<file path="src/rtl/mem_access_stage.sv">
// MEM pipeline stage: issues data-memory requests, waits for the response,
// and aligns/extends load data for MEM/WB, holding it while the pipe is frozen.
module mem_access_stage #(
    parameter int XLEN = 32
) (
    input  logic            clk,
    input  logic            rst,
    input  logic            valid_i,
    input  logic            mem_read_i,
    input  logic            mem_write_i,
    input  logic [2:0]      funct3_i,
    input  logic [XLEN-1:0] addr_i,
    input  logic [XLEN-1:0] rs2_i,
    input  logic            advance_i,
    output logic            dmem_read,
    output logic            dmem_write,
    output logic [XLEN-1:0] dmem_address,
    output logic [3:0]      dmem_wmask,
    output logic [XLEN-1:0] dmem_wdata,
    input  logic [XLEN-1:0] dmem_rdata,
    input  logic            dmem_resp,
    output logic [XLEN-1:0] mem_rdata_o,
    output logic [3:0]      rmask_o,
    output logic            stall_o,
    output logic            misaligned_o
);

    typedef enum logic [1:0] {
        IDLE   = 2'd0,
        ACCESS = 2'd1,
        HOLD   = 2'd2
    } state_t;

    state_t          state_r, next_state_s;
    logic [XLEN-1:0] held_r;
    logic            op_s, is_read_s, is_write_s, bad_s, req_ok_s;
    logic            req_s, stall_s, hold_load_s;
    logic [3:0]      lane_s;
    logic [XLEN-1:0] aligned_s, result_s;

    function automatic logic [3:0] lane_mask(input logic [2:0] f3, input logic [1:0] off);
        case (f3[1:0])
            2'b00:   lane_mask = 4'b0001 << off;
            2'b01:   lane_mask = 4'b0011 << off;
            2'b10:   lane_mask = 4'b1111;
            default: lane_mask = 4'b0000;
        endcase
    endfunction

    function automatic logic [31:0] store_data(input logic [2:0] f3, input logic [31:0] d);
        case (f3[1:0])
            2'b00:   store_data = {4{d[7:0]}};
            2'b01:   store_data = {2{d[15:0]}};
            default: store_data = d;
        endcase
    endfunction

    function automatic logic [31:0] load_align(input logic [2:0] f3, input logic [1:0] off,
                                               input logic [31:0] d);
        logic [31:0] shifted;
        logic [7:0]  b;
        logic [15:0] h;
        shifted = d >> {off, 3'b000};
        b       = shifted[7:0];
        h       = off[1] ? d[31:16] : d[15:0];
        case (f3)
            3'b000:  load_align = {{24{b[7]}}, b};
            3'b100:  load_align = {24'h000000, b};
            3'b001:  load_align = {{16{h[15]}}, h};
            3'b101:  load_align = {16'h0000, h};
            3'b010:  load_align = d;
            default: load_align = 32'h00000000;
        endcase
    endfunction

    function automatic logic access_bad(input logic [2:0] f3, input logic [1:0] off);
        case (f3)
            3'b000, 3'b100: access_bad = 1'b0;
            3'b001, 3'b101: access_bad = off[0];
            3'b010:         access_bad = (off != 2'b00);
            default:        access_bad = 1'b1;
        endcase
    endfunction

    // A simultaneous read+write request is treated as a read.
    assign op_s       = valid_i & (mem_read_i | mem_write_i);
    assign is_read_s  = mem_read_i;
    assign is_write_s = mem_write_i & ~mem_read_i;
    assign bad_s      = access_bad(funct3_i, addr_i[1:0]);
    assign req_ok_s   = rst & op_s & ~bad_s;
    assign lane_s     = lane_mask(funct3_i, addr_i[1:0]);
    assign aligned_s  = is_read_s ? load_align(funct3_i, addr_i[1:0], dmem_rdata) : 32'h00000000;

    // Next-state, request, stall and result selection.
    always_comb begin
        next_state_s = state_r;
        req_s        = 1'b0;
        stall_s      = 1'b0;
        hold_load_s  = 1'b0;
        result_s     = 32'h00000000;
        case (state_r)
            IDLE, ACCESS: begin
                if (req_ok_s) begin
                    req_s = 1'b1;
                    if (dmem_resp) begin
                        result_s = aligned_s;
                        if (advance_i) begin
                            next_state_s = IDLE;
                        end else begin
                            next_state_s = HOLD;
                            hold_load_s  = 1'b1;
                        end
                    end else begin
                        stall_s      = 1'b1;
                        next_state_s = ACCESS;
                    end
                end else begin
                    next_state_s = IDLE;
                end
            end
            HOLD: begin
                result_s = held_r;
                if (advance_i) begin
                    next_state_s = IDLE;
                end else begin
                    next_state_s = HOLD;
                end
            end
            default: begin
                next_state_s = IDLE;
            end
        endcase
    end

    // State register and held load result.
    always_ff @(posedge clk) begin
        if (!rst) begin
            state_r <= IDLE;
            held_r  <= 32'h00000000;
        end else begin
            state_r <= next_state_s;
            if (hold_load_s) begin
                held_r <= aligned_s;
            end
        end
    end

    assign dmem_read    = req_s & is_read_s;
    assign dmem_write   = req_s & is_write_s;
    assign dmem_address = {addr_i[XLEN-1:2], 2'b00};
    assign dmem_wmask   = dmem_write ? lane_s : 4'b0000;
    assign dmem_wdata   = store_data(funct3_i, rs2_i);
    assign mem_rdata_o  = result_s;
    assign rmask_o      = (req_ok_s & is_read_s) ? lane_s : 4'b0000;
    assign stall_o      = stall_s;
    assign misaligned_o = rst & op_s & bad_s;

endmodule

</file>
<file path="config.mk">
export PLATFORM = sky130hd
export DESIGN_NAME = mem_access_stage
export DESIGN_NICKNAME = d
export VERILOG_FILES = /design/src/rtl/mem_access_stage.sv
export SDC_FILE = /design/constraint.sdc
export NUM_CORES = 1
export LEC_CHECK = 0
export ABC_AREA = 1
export ABC_CLOCK_PERIOD_IN_PS = 1540
export BUFFER_PORTS_ARGS = -buffer_cell sky130_fd_sc_hd__buf_2
export CAP_MARGIN = 25
export CORE_UTILIZATION = 40
export DETAILED_ROUTE_END_ITERATION = 8
export HOLD_SLACK_MARGIN = 0.06
export PLACE_DENSITY = 0.84
export SLEW_MARGIN = 25
export SYNTH_ARGS = -nofsm -noshare
export SYNTH_HDL_FRONTEND = slang
export SYNTH_SLANG_ARGS = --single-unit
</file>
<file path="constraint.sdc">
create_clock -name clk -period 1.54 [get_ports clk]
set_clock_uncertainty 0.15 [all_clocks]
set_input_delay 0.154 -clock clk [delete_from_list [all_inputs] [get_ports clk]]
set_output_delay 0.154 -clock clk [all_outputs]
set_load 0.02 [all_outputs]
</file>
==> results.txt, run 1 <==
- Portion of synthesized cell area occupied by the leading cell type: between 30% and 40%
- Dividing total power by cell area gives a power density of 496 nW/um^2.
- Setup repair after global routing could not meet its margin everywhere.
- Cell leakage power: 0.00328 uW
- Post-synth cell types: 29
- The detail route stage leaves a number of antenna-violating nets equal to 0.
* Average vias per placed instance: 5.79
* CTS H-tree lvls: 2
* Cells after synthesis: 660
* Timing-limited maximum frequency: roughly 530 MHz
* Iteration count of the initial detailed-routing pass: 8
* IR drop worst, VDD: approximately 0.00042 V
* Clock tree root driver cell: sky130_fd_sc_hd__clkbuf_8
- Sequential elements use 19.5% of the synthesized area.
* CTS tree: done
- Total wirelength of the detailed-routed design: about 19000 um
* Max_cap viols: 0
- The first global-routing pass estimated 23400 um of wire.
- Pins Over Slew Limit: 0
- The post-route netlist has 49.9% of its cells at a drive strength greater than 1.
- Final period util: 123%
- The worst setup path is launched from an input port.
* Wire length per cell: 19.8 um
- Global routing used between 30% and 40% of the available tracks.
- For this run, design rule violations remaining after detail routing come to 0.
* Die Span X: 95.5 um
- The checks that failed: setup timing.
- Number of cells in the design after placement: 906
- Min-delay worst type: in2reg
* Netlist area before placement: 3490 um^2
- After synthesis the netlist holds a flip-flop and latch count of 34.
- The number of antenna violations at the first check in global routing came to 0.
- Measured along the y axis, the die boundary spans around 95 um.
- Yosys printed 0 warnings.
- Final cell count without fillers: 957
- After routing, the total negative slack on setup checks comes to -8870 ps.
- Standard-cell rows: 33
* GRT Residual Overflow: 0
- Leaving out fill and tap cells, the most frequent cell in the layout is sky130_fd_sc_hd__nand2_1.
- # diodes: 0
- The number of hold-slack violations in the final timing report is 0.
- Iteration-0 DRC Markers: between 700 and 800
- R2r setup slk: around 120 ps
- Clock period minus final worst setup slack: 1890 ps
- Syn_area_per_cell: 5.29 um^2
* WP data arrival: 1590 ps
- For this configuration, the core starts out at a cell density of a little over two fifths.
- The final layout contains 958 nets.
* Overall die area: 9110 um^2
- After layout, the worst setup slack is -350 ps.
- For this design, the sink count on the clock tree is 34.
- Routability congestion estimate: 0.840
* Required arrival time at the worst endpoint: 1240 ps
- The flow ran to the end, but the final reports show violations.
- I/O pins: 214
- DP Wirelength: between 9000 and 10000 um
- The longest clock path from root to sink contains 2 buffers.
- In this run the worst path has a maximum fanout of 8.
- The largest total area in the synthesized netlist belongs to sky130_fd_sc_hd__nand2_1.
- Clock-pin slew was measured on the worst setup and hold paths at 70 ps.
- Entering global routing, the biggest net connects 34 pins.
- In the layout the commonest cells are 246 x sky130_fd_sc_hd__nand2_1, 103 x sky130_fd_sc_hd__buf_2, 75 x sky130_fd_sc_hd__buf_4.
- The number of global-route vias before repair is 4756.
* Skew-Pair Late Insertion Delay: 300 ps
- Setup violations remaining at the end of the flow were counted as 44.
- The setup path with the least slack is of type in2out.
* Layout area overhead: 83.1%
- # port buffers: 151
- The detailed router placed around 5500 vias in this run.
- The number of clock buffers added by TritonCTS is 5.
- After synthesis, the cell types taking the most area are sky130_fd_sc_hd__nand2_1 33%, sky130_fd_sc_hd__dfxtp_1 19%, sky130_fd_sc_hd__buf_4 9.7%.
* Crit end category: primary output
- In this run the standard cell core region covers 8340 um^2.
-- worst max-delay path, stage by stage --
cell,delay [ps]
sky130_fd_sc_hd__buf_12,120
sky130_fd_sc_hd__inv_8,70
sky130_fd_sc_hd__nand3_4,100
sky130_fd_sc_hd__inv_6,120
sky130_fd_sc_hd__buf_6,130
sky130_fd_sc_hd__buf_16,120
sky130_fd_sc_hd__nand2_1,90
sky130_fd_sc_hd__nand2_2,70
sky130_fd_sc_hd__inv_2,70
sky130_fd_sc_hd__a21oi_4,230
sky130_fd_sc_hd__nand2_1,90
sky130_fd_sc_hd__o21ai_2,70
sky130_fd_sc_hd__buf_6,130
-- per-stage QoR --
| stage | util [%] | total power (uW) | setup slack [ps] | area (um^2) | hold slack (ps) |
|---|---|---|---|---|---|
| 2_1_floorplan | - | 1600 | -64.3 | 3910 | 76.4 |
| 3_3_place_gp | 57.9 | 1840 | -260 | 4830 | 158 |
| 3_5_place_dp | 57.9 | 1850 | -316 | 4830 | 158 |
| 4_1_cts | 69.8 | 2880 | -192 | 5820 | 98.9 |
| 5_1_grt | 76.7 | 3250 | -391 | 6400 | 147 |
| 6_report | 76.7 | 3170 | -350 | 6400 | 117 |
-- where the power goes --
part	leakage [uW]	total (uW)	switching [uW]	internal, uW
Sequential	0.000276	904	9.29	895
Combinational	0.00295	1380	829	551
Clock	0.0000573	890	371	518
-- cell families (layout without fill, tap and decap cells) --
kind of cell	after synthesis	after routing	synth area share (%)
other cells	1	2	0.107
buf+inv	137	328	20.7
compound gates	70	70	11.8
simple gates	418	418	47.9
flops	34	34	19.5
-- worst paths after layout --
check	start	endpoint	depth (start not counted)
worst min-delay path	advance_i	state_r[1]$_SDFF_PN0_	4
worst min register to register	held_r[2]$_SDFFE_PN0P_	held_r[2]$_SDFFE_PN0P_	2
worst max-delay path	funct3_i[0]	mem_rdata_o[19]	13
worst max register to register	state_r[1]$_SDFF_PN0_	held_r[27]$_SDFFE_PN0P_	7
-- routing by layer --
layer / up-vias / GRT usage (%) / wire, um
met1: 2463 / 40.6 / 6490
met4: 0 / 17.9 / 1470
met5: - / 0 / 0
met3: 167 / 8.37 / 2650
met2: 566 / 54.0 / 8320
li1: 2341 / - / -
-- cell usage after synthesis --
library cell / n
sky130_fd_sc_hd__buf_6: 3
sky130_fd_sc_hd__nand3_2: 3
sky130_fd_sc_hd__buf_2: 12
sky130_fd_sc_hd__o211ai_1: 8
sky130_fd_sc_hd__conb_1: 1
sky130_fd_sc_hd__clkbuf_2: 1
sky130_fd_sc_hd__nand2_1: 306
sky130_fd_sc_hd__nand3_1: 14
sky130_fd_sc_hd__a31oi_1: 4
sky130_fd_sc_hd__o21ai_1: 12
sky130_fd_sc_hd__a21oi_1: 7
sky130_fd_sc_hd__buf_4: 45
sky130_fd_sc_hd__nand4_1: 1
sky130_fd_sc_hd__o21ai_0: 29
sky130_fd_sc_hd__nor3_2: 1
sky130_fd_sc_hd__nand2_4: 1
sky130_fd_sc_hd__dfxtp_1: 34
sky130_fd_sc_hd__nand2_2: 1
sky130_fd_sc_hd__clkinv_1: 1
sky130_fd_sc_hd__a21oi_2: 10
sky130_fd_sc_hd__clkbuf_1: 7
sky130_fd_sc_hd__inv_2: 14
sky130_fd_sc_hd__nor2_1: 85
sky130_fd_sc_hd__nor2_8: 1
sky130_fd_sc_hd__nor2_2: 2
sky130_fd_sc_hd__nand3_4: 1
sky130_fd_sc_hd__inv_1: 51
sky130_fd_sc_hd__nor2_4: 2
sky130_fd_sc_hd__buf_1: 3
-- sequential cells by signal, indices dropped and copies added (netlist names) --
name / count
held_r: 32
state_r: 2
-- cell type report --
cell class | count | area, um^2
fillers | 497 | 1940
multi-input cells | 490 | 2960
well taps | 105 | 131
flip-flops and latches | 34 | 684
clock buffers | 6 | 82.6
repair buffers | 255 | 2220
inverters | 66 | 295
clock inverters | 1 | 30.0
-- what timing repair did --
item,4_1_cts,5_1_grt
endpoints found under the hold margin,1,0
pin swaps,23,46
cloned,7,4
resized for setup,155,112
buffers inserted,22,11
hold buffers,1,0
endpoints found under the setup margin,55,62
Note: power is estimated with default switching activity, not from simulation.
==> run 2: changes to the inputs <==
SKIP_LAST_GASP = 1   (was not set)
==> results.txt, run 2 (synthesized netlist as in run 1, its figures left out) <==
* Total Neg Setup Slack: -11010 ps
- Clock tree root driver cell: sky130_fd_sc_hd__clkbuf_8
- Most frequent cells in the layout: 240 x sky130_fd_sc_hd__nand2_1, 104 x sky130_fd_sc_hd__buf_2, 74 x sky130_fd_sc_hd__nor2_1
- Worst Hold Path EP: dmem_address[13]
- The startpoint identified for the worst hold timing path is addr_i[13].
- Num CTS Buffers: 5
- Post-detailed-route DRC marker count: 110
- The first global-routing pass estimated between 20000 and 25000 um of wire.
* Total number of vias: 5600
- Setup WS post-layout: -391 ps
- Post-placement worst setup slack: -316 ps
- Standard-cell rows: 33
- The register with the most flip-flops in the layout has 32 of them.
* Number of endpoints with negative hold slack in the final report: 0
- At the end of the flow, the number of nets in the layout was around 960.
* Final period util: 125%
- Cell leakage power: 0.00339 uW
- The H-tree was split into 2 levels.
- The number of global-route vias before repair was 4656.
- Effective utilization at floorplan: 41.9%
- Count of antenna-violating nets left after detailed routing: 0
- 214 I/O pins were placed.
* Maximum buffer depth of the clock tree: 2
- Reg-to-Reg Start: state_r[1]$_SDFF_PN0_
- Timing-limited maximum frequency: 518 MHz
- Pin count of the biggest net entering global routing: 34
- Floorplan die height: 95.5 um
- Family with the most delay on the worst path: simple AND/OR/NAND/NOR gates
- The worst register-to-register path has a setup slack of approximately 70 ps.
* Average vias per placed instance: 5.86
- Core Footprint: approximately 8300 um^2
- Iteration count of the initial detailed-routing pass: 9
- Most common library cell in the layout ignoring fill and taps: sky130_fd_sc_hd__nand2_1
- Crit end category: primary output
- WP data arrival: 1630 ps
- Measured along the x axis, the die boundary spans 95.5 um.
- The min-delay analysis places its worst path in the category in2out.
- Layout area overhead: 84.8%
* Finish-stage setup viols: 48
* Clock period minus final worst setup slack: 1930 ps
- Iteration-0 DRC Markers: 925
* Overall die area: 9110 um^2
- Setup repair after global routing could not meet its margin everywhere.
- Max_cap viols: 0
* Wire length per cell: 20.1 um
- Outcome: complete, but fails checks
* Required arrival time at the worst endpoint: 1240 ps
- Slowest cell delay on critical path: 210 ps
- Worst path buffer plus inverter count: 3
- Among all stages on the critical path, the largest delay is contributed by sky130_fd_sc_hd__o21ai_4.
- Launching element of the worst setup path: funct3_i[2]
- After legalization and detailed placement, the total HPWL measured 9050 um.
- held_r holds more flip-flops than any other register.
- # diodes: 0
* IR drop worst, VDD: 0.000385 V
- By startpoint and endpoint, the worst setup path is classified as in2out.
- The worst register-to-register path ends at held_r[27]$_SDFFE_PN0P_.
* Initial antenna violation count: 0
* Skew-Pair Late Insertion Delay: 310 ps
- Fraction of final layout cells sized beyond drive strength 1: 50.2%
- The number of cells on the worst reg-to-reg path is 7.
- The final max-slew violation count is 0.
- Worst path cell trace: buf_6 -> o21ai_4 -> nand3_4 -> nor2_8 -> nand2_4 -> nor2_4 -> buf_12 -> nand2_1 -> o21ai_2 -> buf_6
- Counting the fill cells in the layout gives between 400 and 500.
- In the final layout, the registers with the most flip-flops are held_r (32), state_r (2).
* CTS tree: done
- The worst hold path was traced through 0 stages.
- STA classifies the critical path startpoint as an input port.
* Violations in the final reports: DRC, setup timing
* Routability congestion estimate: 0.840
- At the end of the flow the core is filled with cells to a little under 80%.
- Buffers placed on the I/O ports in this run total 151.
- Final hold analysis gives a worst-case slack of 158 ps.
- After global routing the overflow that remains totals 0.
- CTS saw 34 sinks.
* Total routing usage reported by global routing: roughly 33%
* Power density over cell area: 494 nW/um^2
* Highest fanout seen on the critical path: 8
- The most numerous cell type found on the critical path is sky130_fd_sc_hd__buf_6.
- The routed design has 19200 um of wire.
-- run 2: cell count changes in the layout (fill, tap and decap cells not counted), sizes merged --
| cell | before | now |
|---|---|---|
| buf | 251 | 248 |
| clkbuf | 9 | 10 |
| clkinv | 2 | 3 |
| inv | 64 | 63 |
-- run 2: power by group --
group | internal [uW] | switching [uW] | leakage, uW
Combinational | 551 | 838 | 0.00306
Sequential | 895 | 9.42 | 0.000276
Clock | 518 | 379 | 0.0000573
Total | 1960 | 1230 | 0.00339
-- run 2: final cells by class --
cell class              count  area (um^2)  share of cell area [%]
clock buffers               6         82.6                    1.28
clock inverters             1         30.0                   0.465
inverters                  66          310                    4.81
multi-input cells         490         2970                    46.0
flip-flops and latches     34          684                    10.6
well taps                 105          131                    2.03
repair buffers            253         2240                    34.8
-- run 2: timing repair --
| action | in CTS | in global routing |
|---|---|---|
| hold buffers | 1 | 0 |
| setup endpoints to repair | 55 | 62 |
| pin swaps | 23 | 42 |
| hold endpoints to repair | 1 | 0 |
| buffers inserted | 22 | 17 |
| gates resized for setup | 126 | 163 |
| gates cloned | 7 | 5 |
-- run 2: per-layer routing --
layer	GRT usage [%]	part of all wire (%)	vias up
met5	0	0	-
met4	13.2	7.8	0
met3	9.65	14	189
met2	52.0	45	596
met1	41.0	34	2472
li1	-	-	2343
-- run 2: through the flow --
step,area (um^2),cells,total power [uW]
global placement,4830,906,1840
detailed placement,4830,906,1850
floorplan,3910,661,1600
global route,6460,955,3280
CTS,5720,943,2860
finish,6460,955,3190
-- run 2: worst max path at each step --
stage	to	depth (start not counted)
after floorplan	mem_rdata_o[10]	9
after global placement	mem_rdata_o[17]	10
after detailed placement	mem_rdata_o[25]	10
after CTS	mem_rdata_o[7]	5
after global routing	mem_rdata_o[18]	10
final	mem_rdata_o[18]	10
